<file path="src/rtl/shift_arbiter.sv">
// Four-way round-robin arbiter that sequences an external shifter through
// load, execute and capture phases, and returns each result to its requester.
module shift_arbiter #(
  parameter int unsigned LOAD_CYCLES = 2,
  parameter int unsigned EXEC_CYCLES = 3
) (
  input  logic        aclk,
  input  logic        aresetn,
  input  logic [3:0]  req_valid,
  output logic [3:0]  req_ready,
  input  logic [63:0] req_data,
  input  logic [11:0] req_coeff,
  input  logic [7:0]  req_dir,
  output logic        resp_valid,
  input  logic        resp_ready,
  output logic [15:0] resp_data,
  output logic [1:0]  resp_id,
  output logic        resp_bypass,
  output logic        sh_enable,
  output logic        sh_write,
  output logic [1:0]  sh_direction,
  output logic [15:0] sh_input,
  output logic [2:0]  sh_coeff,
  input  logic [15:0] sh_result,
  output logic        busy
);

  typedef enum logic [2:0] {StIdle, StLoad, StExec, StCapture, StResp} state_e;

  state_e      state_q;
  logic [1:0]  ptr_q;
  logic [1:0]  id_q;
  logic [3:0]  cnt_q;

  logic        grant_found;
  logic [1:0]  grant_id;
  logic [1:0]  idx;
  logic        accept;
  logic [15:0] sel_data;
  logic [2:0]  sel_coeff;
  logic [1:0]  sel_dir;

  // Round-robin search starting at ptr_q; first valid requester wins.
  always_comb begin
    grant_found = 1'b0;
    grant_id    = ptr_q;
    idx         = ptr_q;
    for (int k = 0; k < 4; k++) begin
      idx = ptr_q + 2'(k);
      if (!grant_found && req_valid[idx]) begin
        grant_found = 1'b1;
        grant_id    = idx;
      end
    end
    req_ready = '0;
    if (aresetn && (state_q == StIdle) && grant_found) begin
      req_ready[grant_id] = 1'b1;
    end
  end

  assign accept    = (state_q == StIdle) && grant_found;
  assign sel_data  = req_data[16*int'(grant_id) +: 16];
  assign sel_coeff = req_coeff[3*int'(grant_id) +: 3];
  assign sel_dir   = req_dir[2*int'(grant_id) +: 2];
  assign busy      = (state_q != StIdle);

  always_ff @(posedge aclk or negedge aresetn) begin
    if (!aresetn) begin
      state_q      <= StIdle;
      ptr_q        <= '0;
      id_q         <= '0;
      cnt_q        <= '0;
      resp_valid   <= 1'b0;
      resp_data    <= '0;
      resp_id      <= '0;
      resp_bypass  <= 1'b0;
      sh_enable    <= 1'b0;
      sh_write     <= 1'b0;
      sh_direction <= '0;
      sh_input     <= '0;
      sh_coeff     <= '0;
    end else begin
      case (state_q)
        StIdle: begin
          if (accept) begin
            ptr_q <= grant_id + 2'd1;
            id_q  <= grant_id;
            cnt_q <= '0;
            // Only 2'b10 and 2'b01 are real shifts; the other codes bypass.
            if (^sel_dir) begin
              state_q      <= StLoad;
              sh_enable    <= 1'b1;
              sh_write     <= 1'b1;
              sh_input     <= sel_data;
              sh_coeff     <= sel_coeff;
              sh_direction <= sel_dir;
            end else begin
              state_q     <= StResp;
              resp_valid  <= 1'b1;
              resp_data   <= sel_data;
              resp_id     <= grant_id;
              resp_bypass <= 1'b1;
            end
          end
        end
        StLoad: begin
          if (cnt_q == 4'(LOAD_CYCLES - 1)) begin
            state_q  <= StExec;
            cnt_q    <= '0;
            sh_write <= 1'b0;
          end else begin
            cnt_q <= cnt_q + 4'd1;
          end
        end
        StExec: begin
          if (cnt_q == 4'(EXEC_CYCLES - 1)) begin
            state_q <= StCapture;
            cnt_q   <= '0;
          end else begin
            cnt_q <= cnt_q + 4'd1;
          end
        end
        StCapture: begin
          state_q     <= StResp;
          cnt_q       <= '0;
          sh_enable   <= 1'b0;
          resp_valid  <= 1'b1;
          resp_data   <= sh_result;
          resp_id     <= id_q;
          resp_bypass <= 1'b0;
        end
        StResp: begin
          if (resp_ready) begin
            state_q    <= StIdle;
            cnt_q      <= '0;
            resp_valid <= 1'b0;
          end
        end
        default: state_q <= StIdle;
      endcase
    end
  end

endmodule

</file>
<file path="config.mk">
export PLATFORM = sky130hd
export DESIGN_NAME = shift_arbiter
export DESIGN_NICKNAME = d
export VERILOG_FILES = /design/src/rtl/shift_arbiter.sv
export SDC_FILE = /design/constraint.sdc
export NUM_CORES = 1
export LEC_CHECK = 0
export BUFFER_PORTS_ARGS = -buffer_cell sky130_fd_sc_hd__buf_4
export CAP_MARGIN = 40
export CORE_MARGIN = 2
export CORE_UTILIZATION = 48
export CTS_BUF_LIST = sky130_fd_sc_hd__clkbuf_2
export CTS_CLUSTER_DIAMETER = 50
export DETAILED_ROUTE_END_ITERATION = 8
export MAX_ROUTING_LAYER = met4
export PLACE_DENSITY = 0.83
export SETUP_SLACK_MARGIN = 0.2
export SYNTH_ARGS = -nofsm -noshare
export SYNTH_HDL_FRONTEND = slang
export SYNTH_SLANG_ARGS = --single-unit
</file>
<file path="constraint.sdc">
create_clock -name aclk -period 3.45 [get_ports aclk]
set_clock_uncertainty 0.2 [all_clocks]
set_input_delay 0.345 -clock aclk [delete_from_list [all_inputs] [get_ports aclk]]
set_output_delay 0.345 -clock aclk [all_outputs]
set_load 0.005 [all_outputs]
</file>
---- Yosys cells after proc, flatten, opt, wreduce, memory -nomap -nowiden ----
Cells that the tools add are included.
storage, ports and cells
  input bits .............................. 107
  flip-flop bits (word level) ............. 54
cells by class
  reductions and logical operators ........ 25
  equality and inequality tests ........... 12
  shift operators ......................... 3
  muxes and demuxes ....................... 45
  order comparisons ....................... 6
  $mul .................................... 1
  add/sub/neg operators ................... 5
operators with widths
  cell                   number
  $shiftx A64 B7 Y16     1
  $mux W16               2
  $pmux W16 S2           1
  $mux W4                5
  $pmux W4 S5            1
  $lt A2 B3 Y1 const B   5
  $mux W1                15
  $mux W3                5
  $pmux W3 S5            1
  $reduce_and A3 Y1      4
  $reduce_and A4 Y1      3
  $shiftx A12 B5 Y3      1
  $mux W2                5
  $ne A2 B2 Y1 const B   5
  $bmux W1 S2            4
  $shiftx A8 B4 Y2       1
  $logic_and A1 B1 Y1    7
  $eq A3 B2 Y1 const B   2
  $pmux W1 S2            3
  $reduce_bool A3 Y1     2
  $reduce_bool A5 Y1     1
  $add A2 B1 Y2 const B  2
  $add A2 B2 Y2 const B  2
  $add A4 B1 Y4 const B  1
  15 further kinds       18

---- Logic depth before layout (Yosys ltp) ----
Gate-level depths: netlist of the first run.
  word-level depth ........................ 17
  gate-level depth with buffers ........... 11
  gate-level depth less buffers ........... 9

---- Worst setup path after synthesis of the first run ----
Ideal clock, no wire load.
  path kind ............................... input -> register
  start ................................... input port req_valid[0]
  end ..................................... register sh_coeff[0]
  required time ........................... 3122 ps
  path slack .............................. 878 ps
  path buffers ............................ 1
  stages on the path ...................... 10
  data arrival time ....................... 2244 ps
  path through ............................ nor2b_1 -> a2111o_1 -> nand2_2 -> inv_2 -> a21oi_1 -> a32oi_2 -> xor2_2 -> buf_2 -> nor2_2 -> mux2_1
between the ends
  longest elaborated chain between the ends .. 15
  elaborated cells on any way between the ends .. 27
  those cells by class .................... mul (1); shift (2); mux (15); reduce/logical (9)
RTL lines
  element                                                               line  source
  start, declared                                                       9     input logic [3:0] req_valid,
  parallel branches: the longest is 15 deep, another holds $bmux W1 S2  --
  end signal, assigned                                                  95    sh_coeff <= sel_coeff;
  end, declared                                                         23    output logic [2:0] sh_coeff,
Several ways; the timed one is not identified. The select of a mux whose other input is x is not followed.
A chain may end at the register's enable or synchronous reset.

---- Worst setup path in the final report of the first run ----
  start ................................... register ptr_q[1]
  end ..................................... output port req_ready[0]
between the ends
  longest elaborated chain between the ends .. 17
  elaborated cells on any way between the ends .. 31
  those cells by class .................... add/sub (3); order compare (2); mux (18); reduce/logical (8)
RTL lines
  element                                                                line  source
  start, declared                                                        31    logic [1:0] ptr_q;
  start signal, assigned                                                 86    ptr_q <= grant_id + 2'd1;
  parallel branches: the longest is 16 deep, another holds $lt A2 B3 Y1  --
  $mux W4 *                                                              56    if (aresetn && (state_q == StIdle) && grant_found) begin
  end, declared                                                          10    output logic [3:0] req_ready,
Every way passes the cells marked *. The select of a mux whose other input is x is not followed.

==> impl_metrics.py, run 1 <==
metrics = {
    "run_status": {
        "outcome": "finished clean",
    },
    "synth": {
        "netlist_area_um2": 3200,
        "synth_seq_cells": 54,
        "ys.flop_type": "dfrtp_1",
        "async_flop_share_pct": 100,
        "synth_seq_area_share_pct": 42.3,
        "yosysTopAreaCell": "dfrtp_1",
        "ys_top_cells_by_count": "nand2_1 (116), dfrtp_1 (54), o21ai_0 (38), nor2_1 (33), inv_1 (21)",
        "synth_top_area_share_pct": 42.3,
        "synthMostInstantiatedCell": "nand2_1",
        "syn-num-nets": 521,
        "ys_types": 46,
        "synth_edf_count": 0,
        "synth_warnings": 0,
        "avgSynthCellArea_um2": 7.80,
        "synthTopCellsByArea": "dfrtp_1 (42%), nand2_1 (14%), o21ai_0 (5.9%)",
        "netlist_instances": 410,
    },
    "floorplan": {
        "initial_core_util_pct": 50.1,
        "row_count": 29,
        "dieWidth_um": 85.6,
        "die_area_um2": 7330,
        "die_h_um": 85.6,
        "core-area_um2": 6390,
        "io_pins": 155,
    },
    "drt": {
        "vias_per_cell": 5.42,
        "first_pass_iters": 4,
        "ant_nets": 0,
        "vias": 3519,
        "wl_per_cell_um": 15.1,
        "drcViolationCount": 0,
        "drtIter0Drc": 192,
        "drt-total-wl_um": 9810,
    },
    "sta": {
        "rsz0062_at_grt": "no",
        "worstMarginPinSlew_ps": 804,
        "slew_headroom_pct": 45.9,
        "slew_viol_final": 0,
        "timing.hold.ws_ps": 68.6,
        "setup_viol": 0,
        "period_minus_slack_ps": 3000,
        "finalHoldViolations": 0,
        "post-route-period-util_pct": 86.9,
        "finalSetupTns_ps": 0,
        "fmax_mhz": 333,
    },
    "global_routing": {
        "grt_use_total_pct": 27.9,
        "grt_pass1_vias": 3406,
        "grt_max_degree": 59,
        "antenna_found_initial": 0,
        "grt_pass1_wl_um": 15800,
        "overflow": 0,
    },
    "clock_network": {
        "cts_tree": "yes",
        "clock_sinks": 54,
        "clock_path_buffers": 2,
        "numCtsBuffers": 5,
        "root_buffer": "clkbuf_2",
        "clk_pin_slew_ps": 280,
        "htreeDepth": 2,
        "insertion_delay_ps": 470,
    },
    "flow_run": {
        "maxCapViolCount": 0,
    },
    "final_layout": {
        "utilization_pct": 72.8,
        "syn_to_final_growth_pct": 45.4,
        "nFillCells": 477,
        "regArea_um2": 1350,
        "multiInputGateArea_um2": 1650,
        "stdcell_count": 649,
        "final_layout_size_suffix_gt1_share_pct": 32.9,
        "nets": 681,
    },
    "setup_path": {
        "required_ps": 2900,
        "crit_arrival_ps": 2450,
        "criticalPathCategory": "reg2out",
        "r2r_slack_ps": 600,
        "end_kind": "output pin",
        "cp_max_fo": 39,
        "crit_path_start_kind": "flip-flop",
    },
    "pwr": {
        "share_seq_of_total_power_pct": 29.7,
        "p_switching_mw": 1.80,
        "intPower_mw": 2.13,
        "leakagePower_nw": 2.36,
        "combPwrFrac_pct": 61.7,
        "p_clk_share_pct": 8.6,
        "p_per_area_nw_per_um2": 846,
        "vdd_drop_max_mv": 0.479,
        "swShare_pct": 45.7,
    },
    "placement": {
        "gp_congestion": 0.849,
        "dpl.cell_count": 622,
        "numPortBuffers": 154,
        "hpwl_um": 7370,
    },
    "hold_path": {
        "min_path_type": "in2reg",
    },
}
[cell families after synthesis]
family	after synthesis	synth area share [%]
and+or+nand+nor	195	25.9
muxes	3	1.06
xor gates and xnor gates	4	1.33
buffers and inverters	48	6.11
DFF	54	42.3
adders and majority gates	4	1.57
AOI/OAI and AO/OA	102	21.8
[final timing paths]
kind / from / end / cells after the start
hold reg to reg: id_q[1] / id_q[1] / 2
max in group asynchronous: aresetn / resp_data[7] / 2
setup / recovery: ptr_q[1] / req_ready[0] / 8
setup reg to reg: ptr_q[0] / resp_data[5] / 9
hold / removal: req_dir[5] / sh_direction[1] / 4
min in group asynchronous: aresetn / sh_coeff[0] / 2
[per-stage QoR]
stage                     total power [mW]  cell area [µm²]  setup slack (ps)
final                                 3.93             4650               450
after floorplan                       2.66             3200               878
after CTS                             3.91             4640               317
after global placement                3.48             4390               281
after detailed placement              3.56             4390               172
after global routing                  4.26             4650               270
[state kept, by name, summed over array words and instances (netlist names)]
register      cells
sh_enable         1
resp_data        16
cnt_q             4
sh_write          1
resp_bypass       1
resp_valid        1
resp_id           2
sh_direction      2
state_q           3
sh_coeff          3
ptr_q             2
id_q              2
sh_input         16
[power by group through the flow]
stage | combinational (mW) | sequential (mW) | clock [mW]
floorplan | 1.53 | 1.13 | 0
global placement | 2.31 | 1.17 | 0
detailed placement | 2.39 | 1.17 | 0
CTS | 2.41 | 1.16 | 0.343
global route | 2.69 | 1.20 | 0.369
finish | 2.43 | 1.17 | 0.340
[worst max-delay path, stage by stage (launching register included)]
cell	delay (ps)
dfrtp_1	490
nand2_1	90
a21oi_1	150
o221a_2	280
buf_6	260
inv_1	200
ha_1	220
and3_1	160
buf_4	130
[layer usage]
layer / vias up / routed length, µm / track usage, %
met3: 19 / 616 / 4.52
met5: - / 0 / -
met2: 158 / 4800 / 43.8
met1: 1633 / 4170 / 36.8
met4: 0 / 225 / 9.96
li1: 1709 / - / -
[placed cells by master (no fill, tap or decap), types with 10 or more instances in the layout]
cell type      instances
nand3_1               18
a21oi_1               10
buf_4                160
dlygate4sd3_1         18
nand2_1              116
nor2_1                33
o21ai_0               38
o21ai_1               19
dfrtp_1               54
inv_1                 21
[what timing repair did]
| action | 4_1_cts | 5_1_grt |
|---|---|---|
| hold buffers | 18 | 0 |
| hold endpoints to repair | 72 | 0 |
| setup endpoints to repair | 0 | 10 |
| gates resized for setup | 0 | 2 |
| buffers inserted | 0 | 0 |
[area by class of cell]
class,count,area share (%)
Antenna cell,1,0.0538
Clock buffer,5,0.538
Clock inverter,3,1.02
Inverter,22,1.78
Multi-Input combinational cell,308,35.5
Sequential cell,54,29.1
Tap cell,77,2.07
Timing Repair Buffer,179,30.0
(Power assumes the default switching activity.)
==> run 2, diff against run 1 <==
Settings changed: HOLD_SLACK_MARGIN set to 0.1.
==> run 2 against run 1 <==
Effect of this change:
- design area increased by 2.2%
- global-route usage grew 0.39 points
- power up 1.2%
- non-clock buffer count is 10 higher
- highest routed layer unchanged
- maximum frequency increased by 0.21%
- largest power group unchanged
- cell count up 1.5%
==> impl_metrics.py, run 2 (synthesis gave the netlist of run 1 again) <==
metrics = {
    "global_routing": {
        "grt_use_total_pct": 28.3,
        "overflow": 0,
        "grt_max_degree": 59,
        "grt_pass1_wl_um": 16100,
        "antenna_found_initial": 0,
        "grt_pass1_vias": 3453,
    },
    "sta": {
        "post-route-period-util_pct": 86.8,
        "slew_viol_final": 0,
        "fmax_mhz": 334,
        "setup_viol": 0,
        "finalHoldViolations": 0,
        "rsz0062_at_grt": "no",
        "period_minus_slack_ps": 2990,
        "finalSetupTns_ps": 0,
        "worstMarginPinSlew_ps": 817,
        "slew_headroom_pct": 45.1,
    },
    "final_layout": {
        "reg.largest.list": "resp_data x16, sh_input x16, cnt_q x4",
        "final_cell_mix": "buf_4 (160), nand2_1 (116), dfrtp_1 (54)",
        "nFillCells": 465,
        "final_layout_size_suffix_gt1_share_pct": 32.4,
        "final_common_cell": "buf_4",
        "nets": 691,
        "syn_to_final_growth_pct": 48.6,
        "final_area_um2": 4750,
    },
    "pwr": {
        "power_mw": 3.98,
        "leakagePower_nw": 2.40,
        "vdd_drop_max_mv": 0.479,
        "p_per_area_nw_per_um2": 838,
    },
    "placement": {
        "hpwl_um": 7370,
        "placed_area_um2": 4390,
        "numPortBuffers": 154,
        "gp_congestion": 0.849,
    },
    "setup_path": {
        "crit_arrival_ps": 2450,
        "required_ps": 2900,
        "crit_path_start_kind": "flip-flop",
        "cp_max_fo": 39,
        "critPathSlowestCell": "dfrtp_1",
        "end_kind": "output pin",
        "crit_chain": "nand2_1 -> a21oi_1 -> o221a_2 -> buf_6 -> inv_1 -> ha_1 -> and3_1 -> buf_4",
        "cp_slowest_stage_delay_ps": 490,
        "cpLargestDelayFamily": "buffers and inverters",
        "criticalPathCategory": "reg2out",
        "r2r_slack_ps": 540,
        "path_buf_inv": 3,
    },
    "clock_network": {
        "root_buffer": "clkbuf_2",
        "insertion_delay_ps": 460,
        "clock_path_buffers": 2,
        "clock_sinks": 54,
        "clk_pin_slew_ps": 260,
        "htreeDepth": 2,
        "cts_tree": "yes",
        "numCtsBuffers": 5,
    },
    "drt": {
        "first_pass_iters": 5,
        "vias_per_cell": 5.42,
        "vias": 3574,
        "drtIter0Drc": 236,
        "drt-total-wl_um": 10000,
        "wl_per_cell_um": 15.2,
        "ant_nets": 0,
        "drcViolationCount": 0,
    },
    "flow_run": {
        "maxCapViolCount": 0,
    },
    "hold_path": {
        "min_path_type": "in2reg",
    },
    "floorplan": {
        "die_area_um2": 7330,
        "initial_core_util_pct": 50.1,
        "die_h_um": 85.6,
        "io_pins": 155,
        "core-area_um2": 6390,
        "dieWidth_um": 85.6,
        "row_count": 29,
    },
    "run_status": {
        "outcome": "finished clean",
    },
}
==> run 2: cell count changes in the layout (fill, tap and decap cells not counted), sizes merged <==
cell | previous run | this run
dlygate4sd3 | 18 | 28
==> run 2: worst register-to-register path, stage by stage (launching register included) <==
cell and delay, ps:
dfrtp_1 480, nor2b_1 70, a2111o_1 400, nand2_2 130, buf_4 380, nand2_1 110, nand3_1 80, dlygate4sd3_1 550
o21ai_0 170, a221oi_1 300
==> run 2: final timing paths <==
kind                              startpoint             to  depth (start not counted)
worst min-delay path            req_data[26]  resp_data[10]                          5
max in group asynchronous            aresetn       cnt_q[0]                          2
worst max-delay path                ptr_q[1]   req_ready[0]                          8
worst min register to register       id_q[1]        id_q[1]                          2
worst max register to register      ptr_q[0]   resp_data[2]                          9
min in group asynchronous            aresetn    sh_coeff[0]                          2
==> run 2: per-layer routing <==
| layer | vias up | part of all wire, % | global-route usage [%] |
|---|---|---|---|
| li1 | 1733 | - | - |
| met1 | 1647 | 41 | 36.9 |
| met2 | 171 | 49 | 44.7 |
| met3 | 23 | 6.9 | 4.52 |
| met4 | 0 | 2.6 | 10.2 |
| met5 | - | 0 | - |
==> run 2: timing repair <==
action | CTS | global route
hold buffers | 26 | 2
hold endpoints to repair | 80 | 1
endpoints found under the setup margin | 0 | 10
buffers inserted | 0 | 0
gates resized for setup | 0 | 2
==> run 2: area by class of cell <==
class	count	area, µm²	share of cell area (%)
antenna	1	2.50	0.0527
tap	77	96.3	2.03
clock buffer	5	25.0	0.527
multi-input combinational	308	1650	34.8
sequential	54	1350	28.5
inverter	22	82.6	1.74
timing repair buffer	189	1490	31.4
clock inverter	3	47.5	1.00
==> run 2: per-stage QoR <==
stage               std cells  utilization (%)  setup WS (ps)  hold WS, ps
finish                    659             74.4            457          129
global route              658             74.3            274          103
CTS                       656             73.9            317          100
detailed placement        622             68.7            172          232
global placement          622             68.7            281          223
floorplan                 410                -            878         -151
==> run 2: power breakdown <==
group	internal [mW]	leakage, nW	switching (mW)
sequential	0.942	0.631	0.227
combinational	1.10	1.73	1.37
clock	0.127	0.0436	0.210
total	2.17	2.40	1.81
